==> config.mk <==
export PLATFORM = sky130hd
export DESIGN_NAME = fifo16b
export DESIGN_NICKNAME = d
export VERILOG_FILES = /design/src/rtl/fifo16b_pkg.sv /design/src/rtl/fifo16b_ram16b.sv /design/src/rtl/fifo16b.sv
export SDC_FILE = /design/constraint.sdc
export NUM_CORES = 1
export LEC_CHECK = 0
export BUFFER_PORTS_ARGS = -buffer_cell sky130_fd_sc_hd__buf_4
export CORE_ASPECT_RATIO = 0.8
export CORE_MARGIN = 3
export CORE_UTILIZATION = 55
export CTS_CLUSTER_DIAMETER = 100
export DETAILED_ROUTE_END_ITERATION = 12
export GPL_ROUTABILITY_DRIVEN = 0
export GPL_TIMING_DRIVEN = 0
export PLACE_DENSITY_LB_ADDON = 0.3
export SLEW_MARGIN = 25
export SYNTH_ARGS = -nofsm -noshare
export SYNTH_HDL_FRONTEND = slang
export SYNTH_SLANG_ARGS = --single-unit
==> constraint.sdc <==
create_clock -name clk_i -period 3.35 [get_ports clk_i]
set_input_delay 0.5025 -clock clk_i [delete_from_list [all_inputs] [get_ports clk_i]]
set_output_delay 0.5025 -clock clk_i [all_outputs]
set_load 0.005 [all_outputs]
==> src/rtl/fifo16b_pkg.sv <==
// Shared sizing constants for the fifo16b buffer and its 32x16 RAM.
package fifo16b_pkg;

  localparam int FIFO16B_DEPTH = 32;
  localparam int FIFO16B_AW    = 5;
  localparam int FIFO16B_DW    = 16;
  // Pointers carry one extra wrap bit above the RAM address.
  localparam int FIFO16B_PW    = FIFO16B_AW + 1;

endpackage

==> src/rtl/fifo16b_ram16b.sv <==
// 32x16 dual-port RAM primitive: synchronous write, registered read address.
module ram16b
  import fifo16b_pkg::*;
(
  input  logic                  wclk_i,
  input  logic                  wen_i,
  input  logic [FIFO16B_AW-1:0] waddr_i,
  input  logic [FIFO16B_DW-1:0] wdata_i,
  input  logic                  rclk_i,
  input  logic [FIFO16B_AW-1:0] raddr_i,
  output logic [FIFO16B_DW-1:0] rdata_o
);

  logic [FIFO16B_DW-1:0] mem_q [FIFO16B_DEPTH];
  logic [FIFO16B_AW-1:0] raddr_q;

  always_ff @(posedge wclk_i) begin
    if (wen_i) mem_q[waddr_i] <= wdata_i;
  end

  always_ff @(posedge rclk_i) begin
    raddr_q <= raddr_i;
  end

  assign rdata_o = mem_q[raddr_q];

endmodule

==> src/rtl/fifo16b.sv <==
// 32x16 first-word-fall-through FIFO built around ram16b.
// Define FIFO16B_ERR_EN to add sticky overflow/underflow flags with clr_err_i.
module fifo16b
  import fifo16b_pkg::*;
#(
  parameter int AFULL_LEVEL = 28
) (
  input  logic                  clk_i,
  input  logic                  reset_i,
  input  logic                  push_i,
  input  logic [FIFO16B_DW-1:0] wdata_i,
  input  logic                  pop_i,
`ifdef FIFO16B_ERR_EN
  input  logic                  clr_err_i,
  output logic                  ovf_o,
  output logic                  udf_o,
`endif
  output logic                  full_o,
  output logic                  afull_o,
  output logic [FIFO16B_DW-1:0] rdata_o,
  output logic                  valid_o,
  output logic [5:0]            level_o
);

  localparam logic [FIFO16B_PW:0] AfullLvl = (FIFO16B_PW + 1)'(AFULL_LEVEL);
  localparam logic [FIFO16B_PW-1:0] DepthLvl = FIFO16B_PW'(FIFO16B_DEPTH);

  logic [FIFO16B_PW-1:0] wptr_q, wptr_d;
  logic [FIFO16B_PW-1:0] rptr_q, rptr_d;
  logic [FIFO16B_PW-1:0] wvis_q;
  logic [FIFO16B_PW-1:0] level;
  logic                  push_acc;
  logic                  pop_acc;

  assign level    = wptr_q - rptr_q;
  assign full_o   = (level == DepthLvl);
  assign afull_o  = ({1'b0, level} >= AfullLvl);
  assign level_o  = level;
  // Only words whose write landed at least one edge ago are exposed,
  // so the RAM never reads an address in the cycle it is written.
  assign valid_o  = (wvis_q != rptr_q);

  assign push_acc = push_i & ~full_o;
  assign pop_acc  = pop_i & valid_o;

  always_comb begin
    wptr_d = wptr_q + {{(FIFO16B_PW-1){1'b0}}, push_acc};
    rptr_d = rptr_q + {{(FIFO16B_PW-1){1'b0}}, pop_acc};
  end

  always_ff @(posedge clk_i or posedge reset_i) begin
    if (reset_i) begin
      wptr_q <= '0;
      rptr_q <= '0;
      wvis_q <= '0;
    end else begin
      wptr_q <= wptr_d;
      rptr_q <= rptr_d;
      wvis_q <= wptr_q;
    end
  end

  // Read address looks one pop ahead so the next head is ready right after a pop.
  ram16b u_ram (
    .wclk_i  (clk_i),
    .wen_i   (push_acc),
    .waddr_i (wptr_q[FIFO16B_AW-1:0]),
    .wdata_i (wdata_i),
    .rclk_i  (clk_i),
    .raddr_i (rptr_d[FIFO16B_AW-1:0]),
    .rdata_o (rdata_o)
  );

`ifdef FIFO16B_ERR_EN
  logic ovf_q, ovf_d;
  logic udf_q, udf_d;

  always_comb begin
    ovf_d = (ovf_q & ~clr_err_i) | (push_i & full_o);
    udf_d = (udf_q & ~clr_err_i) | (pop_i & ~valid_o);
  end

  always_ff @(posedge clk_i or posedge reset_i) begin
    if (reset_i) begin
      ovf_q <= 1'b0;
      udf_q <= 1'b0;
    end else begin
      ovf_q <= ovf_d;
      udf_q <= udf_d;
    end
  end

  assign ovf_o = ovf_q;
  assign udf_o = udf_q;
`endif

endmodule

* Word-level counts from Yosys, hierarchy flattened *
Memory sizes are Yosys's and may differ from the RTL's. A register that Yosys moved wholly into a read port is not among the register bits.
Index checks and enable logic that the tools add are counted.

storage, ports and cells
  word-level logic and storage cells = 15
  input bits = 20
  output and inout bits = 25
  bits in writable memories = 512
  register bits after elaboration = 18
  memories = 1

memories
  memory       depth  width  read ports  clocked after memory_dff  wr ports  RTL line              source
  u_ram.mem_q  32     16     1           1                         1         fifo16b_ram16b.sv:14  logic [FIFO16B_DW-1:0] mem_q [FIFO16B_DEPTH];

cells by class
  order comparisons = 1
  mux-type cells = 2
  bitwise operators = 3
  equal/unequal tests = 2
  add/sub/neg operators = 3

operators with widths
  cell                                                                                 number
  6-bit by 1-bit adder with 6-bit output                                               2
  6-bit == test, second input constant                                                 1
  6-bit by 5-bit greater-or-equal comparator with 1-bit output, second input constant  1
  6-bit inequality test                                                                1
  6-bit subtractor                                                                     1
  1-bit AND                                                                            2
  1-bit two-way mux                                                                    2
  1-bit inverter                                                                       1

* Logic depth before layout (Yosys ltp) *
  depth in word-level cells = 6
  depth in mapped cells = 13
  gate-level depth less buffers = 13

* By module *
Synthesis repeated with hierarchy kept, for this count alone.

second synthesis, totals
  cell total of the unflattened synthesis = 1216
  area, all modules = 21259.1 sq um

modules (own cells, without submodules)
  module   cells each  area each (sq um)  instances  sequential area each (sq um)
  ram16b   1132        20315.7            1          15474.8
  fifo16b  84          943.4              1          450.4

* Least setup slack after synthesis *
No wires, ideal clock.

  kind = register -> register
  start point = reg wptr_q[0]
  end point = mem u_ram.mem_q[15][0] (enable)
  period minus slack after synthesis = 2.994 ns
  data required time = 2.962 ns
  setup slack = 0.356 ns
  stages on the path, launching flop included = 11
  path buffers = 1
  setup time = 0.388 ns
  arrival time = 2.605 ns
  cell sequence = dfrtp_1 > inv_1 > ha_1 > inv_1 > fa_1 > a21o_1 > a21oi_1 > xnor2_1 > a2111oi_4 > buf_6 > nor2_1

on the way
  longest elaborated chain between the ends = 6

RTL lines
  what                                     RTL line              source
  from (decl)                              fifo16b.sv:28         logic [FIFO16B_PW-1:0] wptr_q, wptr_d;
  from (signal assigned)                   fifo16b.sv:57         wptr_q <= wptr_d;
  6-bit subtractor                         fifo16b.sv:35         assign level = wptr_q - rptr_q;
  named net level_o[4]                     fifo16b.sv:22         output logic [5:0] level_o
  6-bit == test                            fifo16b.sv:36         assign full_o = (level == DepthLvl);
  named net full_o                         fifo16b.sv:18         output logic full_o,
  1-bit inverter                           fifo16b.sv:43         assign push_acc = push_i & ~full_o;
  1-bit AND                                fifo16b.sv:43
  1-bit two-way mux                        fifo16b_ram16b.sv:18  if (wen_i) mem_q[waddr_i] <= wdata_i;
  1-bit two-way mux (implied by the code)  fifo16b_ram16b.sv:18
  to (decl)                                fifo16b_ram16b.sv:14

The timed path passes the listed nets, and every way through them passes these cells.

* Final worst setup path *
  start point = reg wptr_q[0]
  end point = out full_o

on the way
  longest elaborated chain between the ends = 2

RTL lines
  what              RTL line
  6-bit subtractor  fifo16b.sv:35
  6-bit == test     fifo16b.sv:36
  to (decl)         fifo16b.sv:18

Every way passes these cells.

==> impl_metrics.toml <==
[power_and_ir_drop]
p_switching_mw = 6.92
ir_drop_uv = 472
pwr-share-comb_pct = 35.1
pwr-share-clk_pct = 26.2
power_density_nw_per_um2 = 868
seqPwrFrac_pct = 38.7
power_mw = 21.1
p_leak_nw = 8.36
internal-power_mw = 14.2
switching_share_pct = 32.8

[timing]
finalCritPeriodShare_pct = 99.9
rsz0062_at_grt = "true"
slew_headroom_pct = 35.4
fin_hold_ws_ns = 0.0488
setup_viol = 0
fmax_mhz = 299
fin_skew_ns = 0.0208
finalHoldViolCount = 0
setup_ws_ns = 0.00405
worst_pin_slew_ns = 0.966
setup_tns_ns = 0
timing.final.max_slew_violations = 0
min_period_ns = 3.35

[route]
via_per_inst = 6.21
first_iter_violations = 1392
drtPass1Iterations = 7
wirelength_um = 48900
drtAntennaViolNets = 0
drc_errors = 0
vias = 11104
wl_per_cell_um = 27.3

[clock_network]
numCtsBuffers = 50
insertion_delay_ns = 0.57
clockBufferDepth = 3
htree_levels = 2
cts-hold-fix-buffers = 0
cts_tree = "yes"
path_clk_slew_ns = 0.06
clkSinkCount = 535
root_buffer = "clkbuf_16"

[setup_path]
rrSetupSlack_ns = 0.12
endpoint_kind = "output pin"
crit_slowest_cell = "dfrtp_1"
r2r_cells = 14
crit_top_cell = "buf_4"
critical_path_class = "reg2out"
cp_cell_sequence = "inv_2 -> ha_2 -> inv_1 -> fa_2 -> a21o_1 -> a21oi_2 -> xnor2_2 -> a2111oi_4 -> buf_4 -> buf_12 -> buf_4"
slowest_delay_ns = 0.40
critPathMaxFanout = 10
rr_endpoint = "u_ram.mem_q[29][3]"
cp_data_required_time_ns = 2.85
worstPathArrival_ns = 2.84
reg2reg_from = "wptr_q[0]"
setup.worst_path.start_class = "flip-flop"

[yosys]
synthArstFlopShare_pct = 3.36
postSynthAreaPerCell_um2 = 18.5
ys_types = 38
synth_area_um2 = 21000
syn_nets = 1164
yosys_warnings = 0
synth_seq_cells = 535
synthFlopType = "edfxtp_1"
netlist_instances = 1134
synth_edf_count = 512
yosysSeqAreaShare_pct = 76.0

[placement]
post-place-cells = 1696
post_dp_cell_area_um2 = 22400
dp_hpwl_um = 31800
post-place-ws_ns = -0.226
portBuffers = 44

[worst_hold_path]
min_path_type = "in2async"

[floorplan]
start_util_pct = 56.1
fp.coreArea_um2 = 37400
die_y_um = 181
die_w_um = 224
io_pins = 45
rows = 63
dieArea_um2 = 40500

[global_routing]
grt_pass1_vias = 11254
grt.overflow.total = 0
antenna_found_initial = 1
grt_pass1_wl_um = 72900
track_usage_pct = 24.5
grt_max_degree = 33

[finish]
final_area_um2 = 24300
utilization_pct = 65.0
fillers = 2483
drive_above_1_share_pct = 24.6
nets = 1294
diodes = 0
area_delta_synth_final_pct = 15.9
fin_cells = 1789

[status]
status = "finished clean"

[flow_run]
max_cap_violations = 0
cell usage after synthesis (18+ instances only):
master / count / area (um2)
nand3_1: 39 / 195
a22oi_1: 64 / 480
nand2_1: 37 / 139
nor2_1: 39 / 146
inv_1: 40 / 150
nor2b_1: 20 / 125
a21oi_1: 19 / 95.1
mux4_2: 64 / 1440
dfrtp_1: 18 / 450
edfxtp_1: 512 / 15400
mux2i_1: 128 / 1280
clkbuf_1: 29 / 109
worst max-delay path, delay by kind of cell (launching register included):
family                   cells  cell delay [ns]
flip-flops                   1             0.40
adder cells (fa/ha/maj)      2             0.52
AO/OA/AOI/OAI                3             0.64
XOR/XNOR                     1             0.11
buffers and inverters        5             0.62
cell usage in the layout (no fill, tap or decap), types with 5 or more instances in the layout:
| master | synthesis | routed |
|---|---|---|
| nor2_4 | 0 | 7 |
| buf_4 | 0 | 56 |
| xor2_1 | 10 | 10 |
| xnor2_1 | 7 | 6 |
| mux4_2 | 64 | 64 |
| clkbuf_16 | 0 | 51 |
| clkbuf_4 | 0 | 6 |
| nor2b_1 | 20 | 20 |
| nor2_1 | 39 | 6 |
| dfrtp_1 | 18 | 18 |
| a31oi_2 | 0 | 8 |
| ha_1 | 9 | 8 |
| clkbuf_1 | 29 | 27 |
| a22oi_1 | 64 | 64 |
| buf_6 | 3 | 27 |
| inv_1 | 40 | 39 |
| a31oi_1 | 16 | 8 |
| nor2_2 | 0 | 26 |
| buf_8 | 0 | 8 |
| nand3_1 | 39 | 37 |
| o22ai_1 | 16 | 7 |
| edfxtp_1 | 512 | 512 |
| bufinv_16 | 0 | 5 |
| buf_2 | 16 | 11 |
| nand2_1 | 37 | 37 |
| clkinv_1 | 0 | 9 |
| a21oi_1 | 19 | 15 |
| mux2i_1 | 128 | 128 |
| clkbuf_2 | 0 | 13 |
| o22ai_2 | 0 | 7 |
| clkinv_2 | 0 | 5 |
cells by family (layout without fill, tap and decap cells):
| group | count (synthesis) | in the layout | share of synthesized area [%] |
|---|---|---|---|
| buffers and inverters | 101 | 269 | 2.01 |
| muxes | 192 | 192 | 13.0 |
| AOI/OAI and AO/OA | 121 | 121 | 4.02 |
| DFF | 535 | 535 | 76.0 |
| xor gates and xnor gates | 18 | 18 | 0.788 |
| adders and majority gates | 10 | 10 | 0.633 |
| and+or+nand+nor | 157 | 157 | 3.59 |
power by group through the flow:
stage	clock network, mW	registers (mW)	logic [mW]
finish	5.53	8.16	7.39
global route	5.87	8.20	7.88
CTS	5.60	8.15	7.29
detailed placement	0	8.28	6.92
global placement	0	8.27	6.71
floorplan	0	8.21	4.15
routing by layer:
layer / routed length, um / vias to the layer above / track usage [%] / share of wire [%]
li1: - / 4769 / - / -
met1: 20000 / 5730 / 35.9 / 41
met2: 23100 / 526 / 38.2 / 47
met3: 4770 / 77 / 5.54 / 9.7
met4: 979 / 2 / 5.69 / 2.0
met5: 9 / - / 0 / 0.018
timing repair:
action,in CTS,in global routing
pin swaps,1,0
gates resized for setup,71,26
buffers inserted,4,1
setup endpoints to repair,20,86
registers in the layout (all words and copies together) (netlist names), named ones only:
register	flops
wptr_q	6
rptr_q	6
wvis_q	6
u_ram.mem_q	512
layout make-up:
cell class / count / area (um2) / share of cell area, %
sequential: 535 / 15900 / 65.6
multi-input combinational: 498 / 4900 / 20.2
clock buffer: 70 / 1370 / 5.63
timing repair buffer: 80 / 743 / 3.06
tap: 487 / 609 / 2.51
buffer: 59 / 382 / 1.57
clock inverter: 20 / 218 / 0.896
inverter: 40 / 150 / 0.618
worst max path at each step:
stage / startpoint / end / slack [ns] / depth (start not counted)
after floorplan: wptr_q[0] / u_ram.mem_q[15][0] / 0.36 / 10
after global placement: wptr_q[0] / u_ram.mem_q[12][8] / -0.46 / 10
after detailed placement: flip-flop / rdata_o[7] / -0.23 / 9
after CTS: flip-flop / rdata_o[7] / -0.004 / 7
after global routing: wptr_q[0] / full_o / -0.13 / 10
final: wptr_q[0] / full_o / 0.004 / 11
Power figures use the tool's default switching activity.
